===== src/rtl/aes_pkg.sv =====
// Shared AES constants: forward and inverse S-box tables plus lookup helpers.
// The inverse table and helper are held here for the decryption path.
package aes_pkg;

  localparam int BYTE_W = 8;

  localparam logic [7:0] SBOX_FWD [0:255] = '{
    8'h63, 8'h7c, 8'h77, 8'h7b, 8'hf2, 8'h6b, 8'h6f, 8'hc5, 8'h30, 8'h01, 8'h67, 8'h2b, 8'hfe, 8'hd7, 8'hab, 8'h76,
    8'hca, 8'h82, 8'hc9, 8'h7d, 8'hfa, 8'h59, 8'h47, 8'hf0, 8'had, 8'hd4, 8'ha2, 8'haf, 8'h9c, 8'ha4, 8'h72, 8'hc0,
    8'hb7, 8'hfd, 8'h93, 8'h26, 8'h36, 8'h3f, 8'hf7, 8'hcc, 8'h34, 8'ha5, 8'he5, 8'hf1, 8'h71, 8'hd8, 8'h31, 8'h15,
    8'h04, 8'hc7, 8'h23, 8'hc3, 8'h18, 8'h96, 8'h05, 8'h9a, 8'h07, 8'h12, 8'h80, 8'he2, 8'heb, 8'h27, 8'hb2, 8'h75,
    8'h09, 8'h83, 8'h2c, 8'h1a, 8'h1b, 8'h6e, 8'h5a, 8'ha0, 8'h52, 8'h3b, 8'hd6, 8'hb3, 8'h29, 8'he3, 8'h2f, 8'h84,
    8'h53, 8'hd1, 8'h00, 8'hed, 8'h20, 8'hfc, 8'hb1, 8'h5b, 8'h6a, 8'hcb, 8'hbe, 8'h39, 8'h4a, 8'h4c, 8'h58, 8'hcf,
    8'hd0, 8'hef, 8'haa, 8'hfb, 8'h43, 8'h4d, 8'h33, 8'h85, 8'h45, 8'hf9, 8'h02, 8'h7f, 8'h50, 8'h3c, 8'h9f, 8'ha8,
    8'h51, 8'ha3, 8'h40, 8'h8f, 8'h92, 8'h9d, 8'h38, 8'hf5, 8'hbc, 8'hb6, 8'hda, 8'h21, 8'h10, 8'hff, 8'hf3, 8'hd2,
    8'hcd, 8'h0c, 8'h13, 8'hec, 8'h5f, 8'h97, 8'h44, 8'h17, 8'hc4, 8'ha7, 8'h7e, 8'h3d, 8'h64, 8'h5d, 8'h19, 8'h73,
    8'h60, 8'h81, 8'h4f, 8'hdc, 8'h22, 8'h2a, 8'h90, 8'h88, 8'h46, 8'hee, 8'hb8, 8'h14, 8'hde, 8'h5e, 8'h0b, 8'hdb,
    8'he0, 8'h32, 8'h3a, 8'h0a, 8'h49, 8'h06, 8'h24, 8'h5c, 8'hc2, 8'hd3, 8'hac, 8'h62, 8'h91, 8'h95, 8'he4, 8'h79,
    8'he7, 8'hc8, 8'h37, 8'h6d, 8'h8d, 8'hd5, 8'h4e, 8'ha9, 8'h6c, 8'h56, 8'hf4, 8'hea, 8'h65, 8'h7a, 8'hae, 8'h08,
    8'hba, 8'h78, 8'h25, 8'h2e, 8'h1c, 8'ha6, 8'hb4, 8'hc6, 8'he8, 8'hdd, 8'h74, 8'h1f, 8'h4b, 8'hbd, 8'h8b, 8'h8a,
    8'h70, 8'h3e, 8'hb5, 8'h66, 8'h48, 8'h03, 8'hf6, 8'h0e, 8'h61, 8'h35, 8'h57, 8'hb9, 8'h86, 8'hc1, 8'h1d, 8'h9e,
    8'he1, 8'hf8, 8'h98, 8'h11, 8'h69, 8'hd9, 8'h8e, 8'h94, 8'h9b, 8'h1e, 8'h87, 8'he9, 8'hce, 8'h55, 8'h28, 8'hdf,
    8'h8c, 8'ha1, 8'h89, 8'h0d, 8'hbf, 8'he6, 8'h42, 8'h68, 8'h41, 8'h99, 8'h2d, 8'h0f, 8'hb0, 8'h54, 8'hbb, 8'h16
  };

  localparam logic [7:0] SBOX_INV [0:255] = '{
    8'h52, 8'h09, 8'h6a, 8'hd5, 8'h30, 8'h36, 8'ha5, 8'h38, 8'hbf, 8'h40, 8'ha3, 8'h9e, 8'h81, 8'hf3, 8'hd7, 8'hfb,
    8'h7c, 8'he3, 8'h39, 8'h82, 8'h9b, 8'h2f, 8'hff, 8'h87, 8'h34, 8'h8e, 8'h43, 8'h44, 8'hc4, 8'hde, 8'he9, 8'hcb,
    8'h54, 8'h7b, 8'h94, 8'h32, 8'ha6, 8'hc2, 8'h23, 8'h3d, 8'hee, 8'h4c, 8'h95, 8'h0b, 8'h42, 8'hfa, 8'hc3, 8'h4e,
    8'h08, 8'h2e, 8'ha1, 8'h66, 8'h28, 8'hd9, 8'h24, 8'hb2, 8'h76, 8'h5b, 8'ha2, 8'h49, 8'h6d, 8'h8b, 8'hd1, 8'h25,
    8'h72, 8'hf8, 8'hf6, 8'h64, 8'h86, 8'h68, 8'h98, 8'h16, 8'hd4, 8'ha4, 8'h5c, 8'hcc, 8'h5d, 8'h65, 8'hb6, 8'h92,
    8'h6c, 8'h70, 8'h48, 8'h50, 8'hfd, 8'hed, 8'hb9, 8'hda, 8'h5e, 8'h15, 8'h46, 8'h57, 8'ha7, 8'h8d, 8'h9d, 8'h84,
    8'h90, 8'hd8, 8'hab, 8'h00, 8'h8c, 8'hbc, 8'hd3, 8'h0a, 8'hf7, 8'he4, 8'h58, 8'h05, 8'hb8, 8'hb3, 8'h45, 8'h06,
    8'hd0, 8'h2c, 8'h1e, 8'h8f, 8'hca, 8'h3f, 8'h0f, 8'h02, 8'hc1, 8'haf, 8'hbd, 8'h03, 8'h01, 8'h13, 8'h8a, 8'h6b,
    8'h3a, 8'h91, 8'h11, 8'h41, 8'h4f, 8'h67, 8'hdc, 8'hea, 8'h97, 8'hf2, 8'hcf, 8'hce, 8'hf0, 8'hb4, 8'he6, 8'h73,
    8'h96, 8'hac, 8'h74, 8'h22, 8'he7, 8'had, 8'h35, 8'h85, 8'he2, 8'hf9, 8'h37, 8'he8, 8'h1c, 8'h75, 8'hdf, 8'h6e,
    8'h47, 8'hf1, 8'h1a, 8'h71, 8'h1d, 8'h29, 8'hc5, 8'h89, 8'h6f, 8'hb7, 8'h62, 8'h0e, 8'haa, 8'h18, 8'hbe, 8'h1b,
    8'hfc, 8'h56, 8'h3e, 8'h4b, 8'hc6, 8'hd2, 8'h79, 8'h20, 8'h9a, 8'hdb, 8'hc0, 8'hfe, 8'h78, 8'hcd, 8'h5a, 8'hf4,
    8'h1f, 8'hdd, 8'ha8, 8'h33, 8'h88, 8'h07, 8'hc7, 8'h31, 8'hb1, 8'h12, 8'h10, 8'h59, 8'h27, 8'h80, 8'hec, 8'h5f,
    8'h60, 8'h51, 8'h7f, 8'ha9, 8'h19, 8'hb5, 8'h4a, 8'h0d, 8'h2d, 8'he5, 8'h7a, 8'h9f, 8'h93, 8'hc9, 8'h9c, 8'hef,
    8'ha0, 8'he0, 8'h3b, 8'h4d, 8'hae, 8'h2a, 8'hf5, 8'hb0, 8'hc8, 8'heb, 8'hbb, 8'h3c, 8'h83, 8'h53, 8'h99, 8'h61,
    8'h17, 8'h2b, 8'h04, 8'h7e, 8'hba, 8'h77, 8'hd6, 8'h26, 8'he1, 8'h69, 8'h14, 8'h63, 8'h55, 8'h21, 8'h0c, 8'h7d
  };

  function automatic logic [7:0] sbox_fwd(input logic [7:0] x);
    return SBOX_FWD[x];
  endfunction

  function automatic logic [7:0] sbox_inv(input logic [7:0] x);
    return SBOX_INV[x];
  endfunction

endpackage


===== src/rtl/sbox_lut.sv =====
// Unregistered forward S-box lookup; also usable directly by SubBytes and
// key-expansion datapaths.
module sbox_lut
  import aes_pkg::*;
(
  input  logic [7:0] i_byte,
  output logic [7:0] o_byte
);

  assign o_byte = sbox_fwd(i_byte);

endmodule


===== src/rtl/s_box.sv =====
// Registered AES forward S-box: one-cycle latency, synchronous active-high reset.
module s_box (
  input  logic       clk,
  input  logic       rst,
  input  logic [7:0] in,
  output logic [7:0] out
);

  logic [7:0] w_sub;
  logic [7:0] r_out;

  sbox_lut u_lut (
    .i_byte (in),
    .o_byte (w_sub)
  );

  // Output register; reset drops any pending substitution
  always_ff @(posedge clk) begin
    if (rst) begin
      r_out <= 8'h00;
    end else begin
      r_out <= w_sub;
    end
  end

  assign out = r_out;

endmodule


===== config.mk =====
export PLATFORM = sky130hd
export DESIGN_NAME = s_box
export DESIGN_NICKNAME = d
export VERILOG_FILES = /design/src/rtl/aes_pkg.sv /design/src/rtl/sbox_lut.sv /design/src/rtl/s_box.sv
export SDC_FILE = /design/constraint.sdc
export NUM_CORES = 1
export LEC_CHECK = 0
export CAP_MARGIN = 20
export CORE_MARGIN = 4
export CORE_UTILIZATION = 55
export CTS_BUF_LIST = sky130_fd_sc_hd__clkbuf_4 sky130_fd_sc_hd__clkbuf_8
export DETAILED_ROUTE_END_ITERATION = 8
export DONT_BUFFER_PORTS = 1
export GPL_TIMING_DRIVEN = 1
export PLACE_DENSITY = 0.77
export SLEW_MARGIN = 15
export SYNTH_ARGS = -nofsm -noshare
export SYNTH_HDL_FRONTEND = slang
export SYNTH_HIERARCHICAL = 1
export SYNTH_SLANG_ARGS = --single-unit

===== constraint.sdc =====
create_clock -name clk -period 3.3 [get_ports clk]
set_input_delay 0.66 -clock clk [delete_from_list [all_inputs] [get_ports clk]]
set_output_delay 0.66 -clock clk [all_outputs]
set_load 0.005 [all_outputs]

==> out/metrics.yaml <==
detailed_routing:
  highest_layer: "met5"
  met1_length_um: 5731
  totalWireLength_um: 16670
  detailedRoute.firstPassIterationCount: 9
  drt-vias-per-instance: 8.579
  routed_via_count: 4813
  wl_met2_um: 6295
  met3_wirelength_um: 3163
  wl_per_cell_um: 29.72
  final_antenna_net_count: 0
  detail_route.drc_violations: 0
  initialDrtViolationCount: 1144
logic_synthesis:
  synth.top_cells.by_count: "44 x a21oi_1, 37 x nor2_1, 35 x nand2_1"
  synth_top_cell_area_share_pct: 6.497
  synth_cell_type_count: 75
  synthMostInstantiatedCell: "a21oi_1"
  count_of_flip_flops_with_a_built_in_enable_after_synthesis: 0
  mappedNetlistArea_um2: 3390
  synth-seq-cells: 8
  avgSynthCellArea_um2: 6.481
  synth_sequential_area_ratio_pct: 4.725
  synth.net_count: 548
  ys_top_cells_by_area: "a21oi_1 6.5%, ha_1 5.5%, dfxtp_1 4.7%, o21ai_0 4.7%, nor2_1 4.1%"
  synthesis.yosys.warnings: 6
  synthDominantAreaCellType: "a21oi_1"
  postSynth.topFlopCell: "dfxtp_1"
  postSynthCellCount: 523
  synth_async_sr_flop_share_pct: 0
setup_path:
  critical-path-top-delay-family: "simple AND/OR/NAND/NOR gates"
  cpMaxStageDelayCell: "mux4_2"
  timing.critical_path.buf_inv: 2
  start_to_end_type_of_the_worst_setup_path: "in2reg"
  path_max_fanout: 26
  critical-path-max-stage-delay_ns: 0.49
  worst_setup_path_start_kind: "primary input"
  worst-path-stages: 10
  cp_data_required_time_ns: 3.41
  timing.critical_path.cells: "inv_1, ha_1, nand2b_1, buf_4, nand2_1, mux4_2, o22a_1, o211ai_1, o21ai_1, nor2b_1"
  critPathArrivalTime_ns: 3.02
  worstSetupEndpointType: "register"
layout:
  final_nets: 513
  post_route_core_utilization_pct: 56.39
  antenna_cells: 0
  layout.area.seq_um2: 160.2
  multi_input_comb_area_um2: 2860
  number_of_flip_flops_in_the_largest_register: 8
  drive_above_1_share_pct: 9.053
  layout.filler_cells: 622
  syn2layout_area_growth_pct: -0.9229
global_route:
  antenna_found_initial: 1
  globalRouteTotalUtil_pct: 43.82
  grt.overflow.total: 0
  grt_start_max_net_pins: 141
  first_global_vias: 4198
  grt_pass1_wl_um: 24950
floorplanning:
  fp-row-count: 28
  dieArea_um2: 7483
  floorplan.initialDensity_pct: 56.91
  core_area_um2: 5956
  chipWidth_um: 86.51
  fp.dieH_um: 86.51
  num_io_pins: 18
sta:
  final_period_minus_worst_setup_slack_ns: 2.910
  unrepaired_setup_endpoints_after_global_routing: "no"
  final.period_utilization_pct: 88.18
  slew-limit-headroom_pct: 44.54
  timing.fmax_mhz: 343.6
  worst_slew_pin_slew_ns: 0.8310
  fin_setup_tns_ns: 0
  finalSetupViolations: 0
  hold_viol_final: 0
  slew_viol_final: 0
  hold-worst-slack_ns: 0.5072
worst_hold_path:
  min_from: "rst"
  type_of_the_most_critical_hold_path: "in2reg"
  worstHoldEndpoint: "out[3]"
  hold-path-cell-count: 1
power:
  power.switching_fraction_pct: 48.30
  worst_ir_drop_vdd_mv: 0.2108
  power_switching_mw: 0.3399
  design_power_total_mw: 0.7036
  power_report.internal_total_mw: 0.3637
  power.sequential.fraction_pct: 15.9
  power-per-cell-area_nw_per_um2: 209.5
  clkPwrFrac_pct: 15.6
  p_leak_nw: 1.177
  power.combinational.fraction_pct: 68.5
placement:
  dp_hpwl_um: 11100
  gp_routability_congestion: 1.135
  port_buffers: 0
cts:
  cts.repair_timing.setup_buffer_count: 0
  clk_path_buf_depth: 2
  htree_levels: 1
  root_buffer: "clkbuf_8"
  cts_buffers: 3
  cts_hold_buffers: 0
  clock_sinks: 8
  cts_tree: "yes"
  clk_pin_slew_worst_paths_ns: 0.04
  cts.repair.resized: 0
outcome:
  outcome: "complete, no violations"
flow_run:
  cap_violations: 0
[worst max path at each step]
stage,startpoint,end,slack [ns]
2_1_floorplan,in[1],out[1],0.39
3_3_place_gp,in[1],out[5],0.30
5_1_grt,in[1],out[5],0.27
3_5_place_dp,in[1],out[5],0.32
6_report,in[1],out[5],0.39
4_1_cts,in[1],out[5],0.54
[power by group through the flow]
stage	logic (mW)	registers, mW	clock network [mW]
2_1_floorplan	0.374	0.112	0
3_3_place_gp	0.442	0.114	0
3_5_place_dp	0.438	0.114	0
4_1_cts	0.440	0.112	0.111
5_1_grt	0.494	0.113	0.121
6_report	0.482	0.112	0.110
[through the flow]
stage,std cells,worst slack (ns),area (µm²)
after CTS,561,0.5407,3358
after global routing,561,0.2706,3358
after global placement,558,0.3050,3317
after detailed placement,558,0.3157,3317
after floorplan,523,0.3940,3390
final,561,0.3899,3358
[layout by cell type (no fill, tap or decap), drive strengths merged, types with 5 or more instances in the layout]
| master | synthesis | routed |
|---|---|---|
| a211oi | 16 | 16 |
| a21oi | 44 | 44 |
| a221oi | 5 | 5 |
| a311o | 5 | 5 |
| a311oi | 10 | 10 |
| a31oi | 12 | 12 |
| and2 | 5 | 5 |
| buf | 40 | 21 |
| dfxtp | 8 | 8 |
| ha | 15 | 15 |
| inv | 12 | 12 |
| mux2i | 5 | 5 |
| nand2 | 37 | 37 |
| nand2b | 17 | 17 |
| nand3 | 26 | 26 |
| nand4 | 5 | 5 |
| nor2 | 39 | 39 |
| nor2b | 21 | 21 |
| nor3 | 21 | 21 |
| nor4 | 6 | 6 |
| o211ai | 16 | 16 |
| o21ai | 52 | 52 |
| o311ai | 14 | 14 |
| o31ai | 7 | 7 |
[metal layers]
layer	vias up	track usage, %
met5	-	0
met4	2	26.06
met3	182	19.96
met2	558	59.39
met1	2124	56.12
li1	1947	-
[cell families (layout without fill, tap and decap cells)]
kind of cell / after synthesis / after routing / share of synthesized area (%)
buffers and inverters: 73 / 36 / 10.89
adder cells (fa/ha/maj): 15 / 15 / 5.537
multiplexers: 9 / 9 / 3.580
XOR/XNOR: 1 / 1 / 0.2584
flip-flops: 8 / 8 / 4.725
AND/OR/NAND/NOR: 193 / 193 / 29.72
AO/OA/AOI/OAI: 224 / 224 / 45.29
[area by class of cell]
cell class / count / share of cell area (%)
Clock buffer: 3 / 1.230
Tap cell: 75 / 2.794
Sequential cell: 8 / 4.769
Inverter: 12 / 1.341
Multi-Input combinational cell: 442 / 85.17
Timing Repair Buffer: 21 / 4.694
(Power assumes the default switching activity.)
